--- config.mk ---
export PLATFORM = sky130hd
export DESIGN_NAME = priority_req_queue
export DESIGN_NICKNAME = d
export VERILOG_FILES = /design/src/rtl/priority_arb_pkg.sv /design/src/rtl/priority_req_queue_req_fifo.sv /design/src/rtl/priority_req_queue.sv
export SDC_FILE = /design/constraint.sdc
export NUM_CORES = 1
export LEC_CHECK = 0
export CORE_MARGIN = 10
export CORE_UTILIZATION = 64
export CTS_BUF_LIST = sky130_fd_sc_hd__clkbuf_4
export DETAILED_ROUTE_END_ITERATION = 16
export PLACE_DENSITY_LB_ADDON = 0.08
export SETUP_SLACK_MARGIN = 0.1
export SYNTH_ARGS = -nofsm -noshare
export SYNTH_HDL_FRONTEND = slang
export SYNTH_SLANG_ARGS = --single-unit
export TNS_END_PERCENT = 100
--- constraint.sdc ---
create_clock -name clk_i -period 6.5 [get_ports clk_i]
set_input_delay 1.3 -clock clk_i [delete_from_list [all_inputs] [get_ports clk_i]]
set_output_delay 1.3 -clock clk_i [all_outputs]
set_load 0.05 [all_outputs]
--- src/rtl/priority_arb_pkg.sv ---
// Shared defaults and error-flag bit positions for the priority request queue.
package priority_arb_pkg;
  localparam int NPORT_DEF = 4;
  localparam int DW_DEF    = 8;
  localparam int DEPTH_DEF = 4;

  localparam int ERR_FULL = 0;
  localparam int ERR_GNT  = 1;

  function automatic logic is_onehot(input logic [31:0] v);
    return (v != '0) && ((v & (v - 32'd1)) == '0);
  endfunction
endpackage

--- src/rtl/priority_req_queue_req_fifo.sv ---
// Per-port circular FIFO; pushes are refused when full, pops when empty.
module req_fifo
  import priority_arb_pkg::*;
#(
  parameter int DW    = DW_DEF,
  parameter int DEPTH = DEPTH_DEF,
  localparam int AW   = $clog2(DEPTH),
  localparam int CW   = AW + 1
) (
  input  logic          clk_i,
  input  logic          rst_i,
  input  logic          push_i,
  input  logic [DW-1:0] push_data_i,
  input  logic          pop_i,
  output logic [DW-1:0] head_o,
  output logic [CW-1:0] count_o
);
  logic [DW-1:0] mem_q [DEPTH];
  logic [AW-1:0] wptr_q, wptr_d;
  logic [AW-1:0] rptr_q, rptr_d;
  logic [CW-1:0] count_q, count_d;
  logic          push_ok, pop_ok;

  always_comb begin
    push_ok = push_i && (count_q != CW'(DEPTH));
    pop_ok  = pop_i && (count_q != '0);
    wptr_d  = wptr_q + AW'(push_ok);
    rptr_d  = rptr_q + AW'(pop_ok);
    count_d = count_q + CW'(push_ok) - CW'(pop_ok);
  end

  always_ff @(posedge clk_i) begin
    if (rst_i) begin
      wptr_q  <= '0;
      rptr_q  <= '0;
      count_q <= '0;
    end else begin
      wptr_q  <= wptr_d;
      rptr_q  <= rptr_d;
      count_q <= count_d;
    end
  end

  // Storage needs no reset; count gates every read.
  always_ff @(posedge clk_i) begin
    if (push_ok && !rst_i) mem_q[wptr_q] <= push_data_i;
  end

  assign head_o  = mem_q[rptr_q];
  assign count_o = count_q;
endmodule

--- src/rtl/priority_req_queue.sv ---
// Per-port request queues feeding a registered-grant priority arbiter.
module priority_req_queue
  import priority_arb_pkg::*;
#(
  parameter int NPORT = NPORT_DEF,
  parameter int DW    = DW_DEF,
  parameter int DEPTH = DEPTH_DEF,
  localparam int PW   = (NPORT > 1) ? $clog2(NPORT) : 1,
  localparam int CW   = $clog2(DEPTH) + 1
) (
  input  logic              clk_i,
  input  logic              rst_i,
  input  logic [NPORT-1:0]  push_i,
  input  logic [NPORT*DW-1:0] push_data_i,
  output logic [NPORT-1:0]  full_o,
  output logic [NPORT-1:0]  req_o,
  input  logic [NPORT-1:0]  gnt_i,
  output logic              out_valid_o,
  output logic [DW-1:0]     out_data_o,
  output logic [PW-1:0]     out_port_o,
  output logic [1:0]        err_o
);
  logic [DW-1:0]    head [NPORT];
  logic [CW-1:0]    cnt  [NPORT];
  logic [NPORT-1:0] pop, empty;
  logic             gnt_1h;

  logic          out_valid_q, out_valid_d;
  logic [DW-1:0] out_data_q, out_data_d;
  logic [PW-1:0] out_port_q, out_port_d;
  logic [1:0]    err_q, err_d;

  for (genvar p = 0; p < NPORT; p++) begin : g_port
    req_fifo #(
      .DW    (DW),
      .DEPTH (DEPTH)
    ) u_fifo (
      .clk_i       (clk_i),
      .rst_i       (rst_i),
      .push_i      (push_i[p]),
      .push_data_i (push_data_i[p*DW +: DW]),
      .pop_i       (pop[p]),
      .head_o      (head[p]),
      .count_o     (cnt[p])
    );
  end

  // A last entry with its grant in flight is not requested again.
  always_comb begin
    gnt_1h = is_onehot(32'(gnt_i));
    for (int p = 0; p < NPORT; p++) begin
      empty[p]  = (cnt[p] == '0);
      full_o[p] = (cnt[p] == CW'(DEPTH));
      pop[p]    = gnt_1h && gnt_i[p] && !empty[p];
      req_o[p]  = (cnt[p] >= CW'(2)) ||
                  ((cnt[p] == CW'(1)) && !gnt_i[p]);
    end
  end

  always_comb begin
    out_valid_d = |pop;
    out_data_d  = out_data_q;
    out_port_d  = out_port_q;
    for (int p = 0; p < NPORT; p++) begin
      if (pop[p]) begin
        out_data_d = head[p];
        out_port_d = PW'(p);
      end
    end
    err_d = err_q;
    if (|(push_i & full_o)) err_d[ERR_FULL] = 1'b1;
    if (((gnt_i != '0) && !gnt_1h) || |(gnt_i & empty))
      err_d[ERR_GNT] = 1'b1;
  end

  always_ff @(posedge clk_i) begin
    if (rst_i) begin
      out_valid_q <= 1'b0;
      out_data_q  <= '0;
      out_port_q  <= '0;
      err_q       <= '0;
    end else begin
      out_valid_q <= out_valid_d;
      out_data_q  <= out_data_d;
      out_port_q  <= out_port_d;
      err_q       <= err_d;
    end
  end

  assign out_valid_o = out_valid_q;
  assign out_data_o  = out_data_q;
  assign out_port_o  = out_port_q;
  assign err_o       = err_q;
endmodule

==> summary.txt, run 1 <==
Post-synthesis instance area - 7070 um2
Max Root-Sink Buffers - 2
Reg2reg path depth - 9
Gr usage total - 18.8%
Root Driver - clkbuf_4
GP Congestion - 0.804
CTS Hold Bufs - 0
Startpoint types - primary input
Max-slew violations - 0
R2r endpoint - g_port[1].u_fifo.count_o[2]$_SDFF_PP0_
# setup viols final - 0
Hold Path Class - reg2reg
Die area - 15600 um2
Final WL - 14300 um
Setup bufs post-CTS - 0
Wire length of the first global-routing pass - 22800 um
Status - finished clean
Crit path max-delay cell type - clkdlybuf4s50_1
Clk_lat worst skew - 560 ps
ANT nets after route - 0
CTS tree - yes
Detail Placement HPWL - 10300 um
Critical Path End - req_o[0]
Worst setup EP type - output port
Clk sink count - 169
Yosys reg bits - 169
CP required - 5200 ps
Synth warn - 0
VDD IR-drop max - 0.265 mV
Setup Skew - 15.8 ps
Port-buffer cells - 62
# resized after CTS - 0
Main synth FF type - edfxtp_1
Layout cell share with drive strength beyond 1 - 16.9%
Initial antenna violation count - 0
Critical path class - in2out
Compound-cell area share of the yosys netlist - 5.58%
Layout Area Growth over Synthesis - 14.0%
Mapped Cells - 438
CP startpoint - gnt_i[0]
Setup_tns - 0 ps
DP Worst Slack - 1940 ps
Buf/Inv on CP - 2
Die height - 125 um
Max-cap viol count - 0
Worst path max stage delay - 880 ps
Yosys cell types - 47
N_diodes - 0
Final worst slack - 1950 ps
Fraction of the mapped netlist area in adder cells - 3.61%
Core outline area - 10800 um2
Worst-path clk slew - 120 ps
Vias per cell - 6.07
Total grt overflow - 0
H-tree lvl count - 4
Most common cell after layout, fill and taps aside - edfxtp_1
Measured slew at the worst slew-check pin - 840 ps
Syn Nets - 498
Final Cycle Share - 70.0%
Pwr dens - 319 nW/um2
Worst path top cell family by delay - buffers and inverters
Nets@finish - 563
Critical path depth in cells - 3
Hold path start - out_port_o[1]$_SDFFE_PP0P_
Asr flop ratio synth - 0%
Fmax - 220 MHz
Combinational family with the most area after synthesis - multiplexers
Leakage - 0.00261 uW
Crit path top cell by count - clkdlybuf4s50_1
XOR/XNOR share of the synthesized area - 1.98%
Number of CTS-inserted buffers - 17
Initial Utilization - 65.2%
Post-synth EDFFs - 128
Crit-path cells - clkdlybuf4s50_1 -> o41ai_1 -> clkdlybuf4s50_1
Routed wire length per instance - 21.9 um
Final hold vios - 0
Synth Area per Inst - 16.1 um2
DR iter-0 viols - 373
Fillers - 706
Simple-gate share of the synthesized area - 9.83%
Sequential area share after synthesis - 66.0%
CP arrival - 3250 ps
Router iterations before antenna repair - 7
R2r setup slk - 3780 ps
I/O pins - 63
Final worst path period need - 4550 ps
DIE WIDTH - 125 um
Worst slew margin - 43.8%
R2R Path Start - g_port[1].u_fifo.count_o[1]$_SDFF_PP0_
Commonest cells after routing, fill and taps aside - edfxtp_1 (128), clkdlybuf4s50_1 (61), dfxtp_1 (41)
RSZ-0062 raised after global routing - no
Vias in the first global route - 4124
DR DRC count - 0
Row count - 38
Critical Path Fanout Max - 12
Multiplexer area fraction after synthesis - 10.2%
Largest net degree at the start of global routing - 46
Via count - 3984
==> flip-flops by register name, summed over array words and instances, names as in the netlist <==
name                   cells
out_valid_o                1
err_o                      2
g_port.u_fifo.mem_q      128
g_port.u_fifo.wptr_q       8
out_port_o                 2
g_port.u_fifo.rptr_q       8
out_data_o                 8
g_port.u_fifo.count_o     12
==> where the power goes <==
| group | leakage, uW | switching, uW | internal (uW) |
|---|---|---|---|
| registers | 0.00150 | 73.1 | 1260 |
| logic | 0.000972 | 396 | 257 |
| clock network | 0.000141 | 345 | 239 |
==> cells in the mapped netlist (all sizes together) (3+ instances only) <==
master | number | area share [%]
xnor2 | 10 | 1.2
mux4 | 32 | 10
or4b | 4 | 0.73
o2111ai | 6 | 0.74
o22ai | 5 | 1.0
a21oi | 6 | 0.42
edfxtp | 128 | 54
and3 | 4 | 0.35
o41ai | 3 | 0.37
nand2 | 17 | 0.90
and3b | 3 | 0.37
buf | 15 | 1.4
a31oi | 3 | 0.27
a311oi | 7 | 1.4
dfxtp | 41 | 12
xor2 | 6 | 0.74
or3 | 16 | 1.4
inv | 19 | 1.0
nor3 | 13 | 1.1
nor2b | 16 | 1.4
clkbuf | 7 | 0.41
or2 | 3 | 0.30
nor3b | 13 | 1.4
nor2 | 29 | 1.6
ha | 14 | 2.5
fa | 4 | 1.1
==> worst reg2reg max path: stages, from the launching register on <==
cell,delay (ps)
dfxtp_1,400
nor3_2,700
or2_4,280
inv_1,90
ha_1,280
inv_1,40
ha_1,210
fa_1,380
xor2_1,160
nor2_1,60
==> per-stage QoR <==
step | hold WS (ps) | cell area, um2 | cells | power, uW | utilization, %
4_1_cts | 544 | 8060 | 656 | 2580 | 74.3
6_report | 555 | 8060 | 656 | 2570 | 74.3
2_1_floorplan | 524 | 7070 | 438 | 1790 | -
3_3_place_gp | 485 | 7780 | 624 | 1990 | 71.7
5_1_grt | 582 | 8060 | 656 | 2690 | 74.3
3_5_place_dp | 496 | 7780 | 624 | 2010 | 71.7
==> logic make-up after synthesis <==
group,count (synthesis)
adders and majority gates,18
AOI/OAI and AO/OA,41
muxes,32
xor gates and xnor gates,16
buffers and inverters,41
DFF,169
and+or+nand+nor,121
==> area by class of cell <==
type | count | area [um2] | share of cell area (%)
Sequential cell | 169 | 4660 | 57.9
Clock buffer | 20 | 150 | 1.86
Clock inverter | 12 | 129 | 1.60
Tap cell | 140 | 175 | 2.17
Multi-Input combinational cell | 228 | 2200 | 27.4
Inverter | 19 | 71.3 | 0.885
Timing Repair Buffer | 68 | 661 | 8.20
==> how the worst min path moves through the flow <==
stage | end | slack [ps] | cells past startpoint
finish | out_port_o[1]$_SDFFE_PP0P_ | 550 | 2
global route | out_data_o[2]$_SDFFE_PP0P_ | 580 | 2
CTS | out_port_o[1]$_SDFFE_PP0P_ | 540 | 2
detailed placement | out_data_o[2]$_SDFFE_PP0P_ | 500 | 2
global placement | out_data_o[2]$_SDFFE_PP0P_ | 490 | 2
floorplan | g_port[0].u_fifo.wptr_q[1]$_SDFF_PP0_ | 520 | 2
==> routing by layer <==
layer  part of all wire (%)  vias to the layer above  GRT usage [%]  routed length, um
li1                       -                     1827              -                  -
met1                     41                     1993           23.4               5890
met2                     50                      145           30.7               7240
met3                    7.0                       19           5.91               1010
met4                    1.5                        0           6.44                211
met5                      0                        -              0                  0
No activity file was read; power rests on OpenSTA's default activity.
==> run 2: changes to the inputs <==
CORE_UTILIZATION = 60   (was 64)
clock period = 4.7 ns   (was 6.5 ns; I/O delays follow)
==> run 2 against run 1 <==
Via count down 1.4%; sequential share of layout area unchanged; first-iteration DRC count fell by 10%; non-clock buffer count fell by 1; die area increased by 5.6%; hold slack lost 27 ps; sequential cell count unchanged; critical path depth increased by 2; final cell count up 0.30%; clock power increased by 41%; combinational power is 38% higher; setup slack worse by 1100 ps; critical endpoint is now req_o[1].
==> summary.txt, run 2 (synthesis gave the netlist of run 1 again) <==
Status - finished clean (unchanged)
R2R Path Start - g_port[1].u_fifo.count_o[1]$_SDFF_PP0_ (unchanged)
CTS tree - yes (unchanged)
Most common cell after layout, fill and taps aside - edfxtp_1 (unchanged)
DR DRC count - 0 (unchanged)
Gr usage total - 17.4% (was 18.8%)
DP Worst Slack - 849 ps (was 1940 ps)
Startpoint types - primary input (unchanged)
Die area - 16500 um2 (was 15600 um2)
Fillers - 781 (was 706)
Root Driver - clkbuf_4 (unchanged)
Setup bufs post-CTS - 0 (unchanged)
DR iter-0 viols - 334 (was 373)
Clk sink count - 169 (unchanged)
Final hold vios - 0 (unchanged)
Most flops, register - g_port.u_fifo.mem_q (unchanged)
Layout cell share with drive strength beyond 1 - 16.5% (was 16.9%)
Max reg flops - 128 (unchanged)
Commonest cells after routing, fill and taps aside - edfxtp_1 (128), clkdlybuf4s50_1 (61), dfxtp_1 (41) (unchanged)
Wire length of the first global-routing pass - 21800 um (was 22800 um)
Routed wire length per instance - 21.0 um (was 21.9 um)
R2r endpoint - g_port[1].u_fifo.count_o[2]$_SDFF_PP0_ (unchanged)
Final worst slack - 838 ps (was 1950 ps)
CP required - 3760 ps (was 5200 ps)
Largest net degree at the start of global routing - 46 (unchanged)
Total grt overflow - 0 (unchanged)
Measured slew at the worst slew-check pin - 907 ps (was 840 ps)
Initial antenna violation count - 0 (unchanged)
Reg2reg path depth - 9 (unchanged)
Max Root-Sink Buffers - 2 (unchanged)
Final Cycle Share - 82.2%
Max-slew violations - 0 (unchanged)
Vias in the first global route - 3922 (was 4124)
# setup viols final - 0 (unchanged)
Max-cap viol count - 0 (unchanged)
Die height - 129 um (was 125 um)
Initial Utilization - 61.6% (was 65.2%)
CP arrival - 2920 ps (was 3250 ps)
Final WL - 13800 um (was 14300 um)
Worst-path clk slew - 120 ps (about the same)
CTS Hold Bufs - 0 (unchanged)
Detail Placement HPWL - 10100 um (was 10300 um)
Setup Skew - 6.74 ps (was 15.8 ps)
Worst setup EP type - output port (unchanged)
H-tree lvl count - 4 (unchanged)
Core outline area - 11500 um2 (was 10800 um2)
I/O pins - 63 (unchanged)
Critical Path End - req_o[1] (was req_o[0])
Row count - 39 (was 38)
Hold Path Class - reg2reg (unchanged)
Critical Path Fanout Max - 9 (was 12)
Router iterations before antenna repair - 5 (was 7)
Layout Area Growth over Synthesis - 14.0% (unchanged)
VDD IR-drop max - 0.388 mV (was 0.265 mV)
ANT nets after route - 0 (unchanged)
N_diodes - 0 (unchanged)
# resized after CTS - 0 (unchanged)
RSZ-0062 raised after global routing - no (unchanged)
Setup_tns - 0 ps (unchanged)
Port-buffer cells - 62 (unchanged)
Worst slew margin - 39.6% (was 43.8%)
Nets@finish - 562 (was 563)
Final worst path period need - 3860 ps
Leakage - 0.00263 uW (was 0.00261 uW)
GP Congestion - 0.773 (was 0.804)
Tot Pwr - 3570 uW (was 2570 uW)
Fmax - 259 MHz
Pwr dens - 443 nW/um2 (was 319 nW/um2)
Critical path class - in2out (unchanged)
Vias per cell - 5.97 (was 6.07)
DIE WIDTH - 129 um (was 125 um)
Via count - 3928 (was 3984)
Clk_lat worst skew - 530 ps (was 560 ps)
R2r setup slk - 2120 ps (was 3780 ps)
Number of CTS-inserted buffers - 17 (unchanged)
CP startpoint - gnt_i[1] (was gnt_i[0])
run 2: final cells by class:
type	instances	area (um2)	area share, %
clock buffers	20	150	1.86
clock inverters	12	133	1.65
inverters	19	71.3	0.885
multi-input cells	228	2200	27.4
flip-flops and latches	169	4660	57.9
well taps	143	179	2.22
repair buffers	67	653	8.11
run 2: how the worst min path moves through the flow:
stage	startpoint	endpoint	slack, ps	cells past startpoint
6_report	out_data_o[2]$_SDFFE_PP0P_	out_data_o[2]$_SDFFE_PP0P_	530	2
5_1_grt	out_data_o[2]$_SDFFE_PP0P_	out_data_o[2]$_SDFFE_PP0P_	550	2
4_1_cts	out_data_o[2]$_SDFFE_PP0P_	out_data_o[2]$_SDFFE_PP0P_	520	2
3_5_place_dp	out_data_o[2]$_SDFFE_PP0P_	out_data_o[2]$_SDFFE_PP0P_	500	2
3_3_place_gp	out_data_o[2]$_SDFFE_PP0P_	out_data_o[2]$_SDFFE_PP0P_	500	2
2_1_floorplan	g_port[0].u_fifo.wptr_q[1]$_SDFF_PP0_	g_port[0].u_fifo.wptr_q[1]$_SDFF_PP0_	520	2
run 2: metrics by stage:
step,utilization (%),instances,hold slack [ps],instance area [um2]
2_1_floorplan,-,438,524,7070
3_3_place_gp,67.8,626,501,7770
3_5_place_dp,67.8,626,501,7770
4_1_cts,70.2,658,518,8060
5_1_grt,70.2,658,551,8060
6_report,70.2,658,527,8060
run 2: worst max-delay path, cell delays in order:
cell	delay (ps)
clkdlybuf4s50_1	560
nor3_1	250
a21oi_1	60
o21ai_0	250
clkdlybuf4s50_1	860
run 2: power by group:
part / total, uW / switching (uW) / internal (uW) / leakage, uW
logic: 904 / 548 / 356 / 0.000967
registers: 1840 / 100 / 1740 / 0.00150
clock network: 823 / 446 / 377 / 0.000163
total: 3570 / 1090 / 2480 / 0.00263
run 2: routing by layer:
| layer | global-route usage, % | routed length, um | vias up |
|---|---|---|---|
| met2 | 25.9 | 6600 | 132 |
| met1 | 24.2 | 6240 | 1957 |
| met3 | 5.05 | 879 | 10 |
| met4 | 5.96 | 129 | 0 |
| li1 | - | - | 1829 |
| met5 | 0 | 0 | - |
==> run 3: changes to the inputs <==
CORE_UTILIZATION = 54   (was 60)
clock period = 3.31 ns   (was 4.7 ns; I/O delays follow)
==> run 3 against run 2 <==
Combinational power up 59%; clock skew up 8.7 ps; count of clock-buffer cells in the layout down 2; wire length up 2.5%; via count down 0.28%; power up 43%; largest cell class unchanged; highest routed layer unchanged.
==> summary.txt, run 3 (synthesis gave the netlist of run 1 again) <==
Status - finished clean (unchanged)
Flop pwr share - 51.1% (was 51.6%)
Final worst path period need - 3040 ps
Port-buffer cells - 62 (unchanged)
DR DRC count - 0 (unchanged)
Root Driver - clkbuf_4 (unchanged)
Setup Skew - 15.4 ps (was 6.74 ps)
Post-layout util - 64.7% (was 70.2%)
Pwr dens - 622 nW/um2 (was 443 nW/um2)
VDD IR-drop max - 0.586 mV (was 0.388 mV)
DR iter-0 viols - 312 (was 334)
# setup viols final - 0 (unchanged)
Switching Fraction - 32.0% (was 30.6%)
Max-cap viol count - 0 (unchanged)
Comb power frac - 28.1% (was 25.3%)
Final Cycle Share - 92.0%
Clock power frac - 20.8% (was 23.1%)
Worst slew margin - 55.0% (was 39.6%)
WHS Path Cells - 2 (unchanged)
Leakage - 0.00271 uW (was 0.00263 uW)
Row count - 41 (was 39)
Critical Path Fanout Max - 5 (was 9)
Final hold vios - 0 (unchanged)
Die area - 18100 um2 (was 16500 um2)
Setup bufs post-CTS - 0 (unchanged)
Router iterations before antenna repair - 4 (was 5)
Nets@finish - 580 (was 562)
Clk_lat worst skew - 540 ps (was 530 ps)
Hold path start - out_data_o[2]$_SDFFE_PP0P_ (unchanged)
Vias in the first global route - 4165 (was 3922)
Post-route insts no fill - 705 (was 658)
Die height - 134 um (was 129 um)
CP arrival - 2380 ps (was 2920 ps)
Most common cell after layout, fill and taps aside - edfxtp_1 (unchanged)
Final WL - 14200 um (was 13800 um)
Number of CTS-inserted buffers - 17 (unchanged)
RSZ-0062 raised after global routing - no (unchanged)
Vias per cell - 5.56 (was 5.97)
Initial antenna violation count - 0 (unchanged)
Largest net degree at the start of global routing - 25 (was 46)
Gr usage total - 16.8% (was 17.4%)
Core outline area - 12700 um2 (was 11500 um2)
DIE WIDTH - 134 um (was 129 um)
Via count - 3917 (was 3928)
Measured slew at the worst slew-check pin - 674 ps (was 907 ps)
N_diodes - 0 (unchanged)
H-tree lvl count - 4 (unchanged)
Setup_tns - 0 ps (unchanged)
Layout cell share with drive strength beyond 1 - 20.1% (was 16.5%)
Worst-path clk slew - 140 ps (was 120 ps)
CP startpoint - g_port[1].u_fifo.count_o[1]$_SDFF_PP0_ (was gnt_i[1])
Max Root-Sink Buffers - 2 (unchanged)
Routed wire length per instance - 20.1 um (was 21.0 um)
Net Switching - 1640 uW (was 1090 uW)
Max-slew violations - 0 (unchanged)
DP Cell Count - 673 (was 626)
Layout Area Growth over Synthesis - 16.4% (was 14.0%)
Wire length of the first global-routing pass - 22900 um (was 21800 um)
R2R Path Start - g_port[1].u_fifo.count_o[1]$_SDFF_PP0_ (unchanged)
Max reg flops - 128 (unchanged)
Tot Pwr - 5120 uW (was 3570 uW)
Commonest cells after routing, fill and taps aside - edfxtp_1 (128), clkdlybuf4s50_1 (57), dfxtp_1 (41) (was edfxtp_1 (128), clkdlybuf4s50_1 (61), dfxtp_1 (41))
P_int - 3480 uW (was 2480 uW)
CTS tree - yes (unchanged)
I/O pins - 63 (unchanged)
Detail Placement HPWL - 10500 um (was 10100 um)
CTS Hold Bufs - 0 (unchanged)
Fmax - 328 MHz
# resized after CTS - 0 (unchanged)
Clk sink count - 169 (unchanged)
ANT nets after route - 0 (unchanged)
Worst setup EP type - output port (unchanged)
Critical path class - reg2out (was in2out)
Final hold slack - 506 ps (was 527 ps)
Startpoint types - flop (was primary input)
Hold Path Class - reg2reg (unchanged)
Initial Utilization - 55.5% (was 61.6%)
GP Congestion - 0.774 (was 0.773)
Reg2reg path depth - 10 (was 9)
Total grt overflow - 0 (unchanged)
Most flops, register - g_port.u_fifo.mem_q (unchanged)
CP required - 2650 ps (was 3760 ps)
-- run 3: cell types whose count changed in the layout (fill, tap and decap cells not counted), sizes merged --
cell           change
buf               +22
clkdlybuf4s50      -4
clkinvlp           +3
bufinv             -2
clkbuf             -2
clkinv             +2
inv                -1
-- run 3: area by class of cell --
| type | count | area [um2] |
|---|---|---|
| clock buffer | 18 | 135 |
| clock inverter | 14 | 109 |
| fill | 984 | 4490 |
| inverter | 19 | 71.3 |
| multi-input combinational | 228 | 2200 |
| sequential | 169 | 4660 |
| tap | 172 | 215 |
| timing repair buffer | 85 | 828 |
-- run 3: routing by layer --
metal | global-route usage [%] | part of all wire [%] | up-vias
li1 | - | - | 1864
met1 | 22.0 | 46 | 1944
met2 | 25.9 | 47 | 96
met3 | 5.00 | 5.2 | 13
met4 | 6.05 | 1.4 | 0
met5 | 0 | 0 | -
-- run 3: path summary, 6_finish.rpt --
check                                                end  slack (ps)
setup / recovery                               full_o[1]         270
setup reg to reg  g_port[1].u_fifo.count_o[2]$_SDFF_PP0_        1080
hold reg to reg               out_data_o[2]$_SDFFE_PP0P_         510
hold / removal                out_data_o[2]$_SDFFE_PP0P_         510
-- run 3: power by group through the flow --
| stage | Sequential [uW] | Clock, uW | Combinational (uW) |
|---|---|---|---|
| detailed placement | 2670 | 0 | 1450 |
| CTS | 2620 | 1090 | 1450 |
| finish | 2620 | 1060 | 1440 |
| global route | 2640 | 1180 | 1570 |
| floorplan | 2710 | 0 | 799 |
| global placement | 2660 | 0 | 1430 |
-- run 3: metrics by stage --
| step | setup slack, ps | instance area [um2] |
|---|---|---|
| after floorplan | 124 | 7070 |
| after global placement | 202 | 7980 |
| after detailed placement | 129 | 7980 |
| after CTS | 221 | 8230 |
| after global routing | 116 | 8230 |
| final | 265 | 8230 |
-- run 3: worst max-delay path: stages, from the launching register on --
cell	delay, ps
dfxtp_1	390
nor3b_1	530
clkdlybuf4s50_1	920
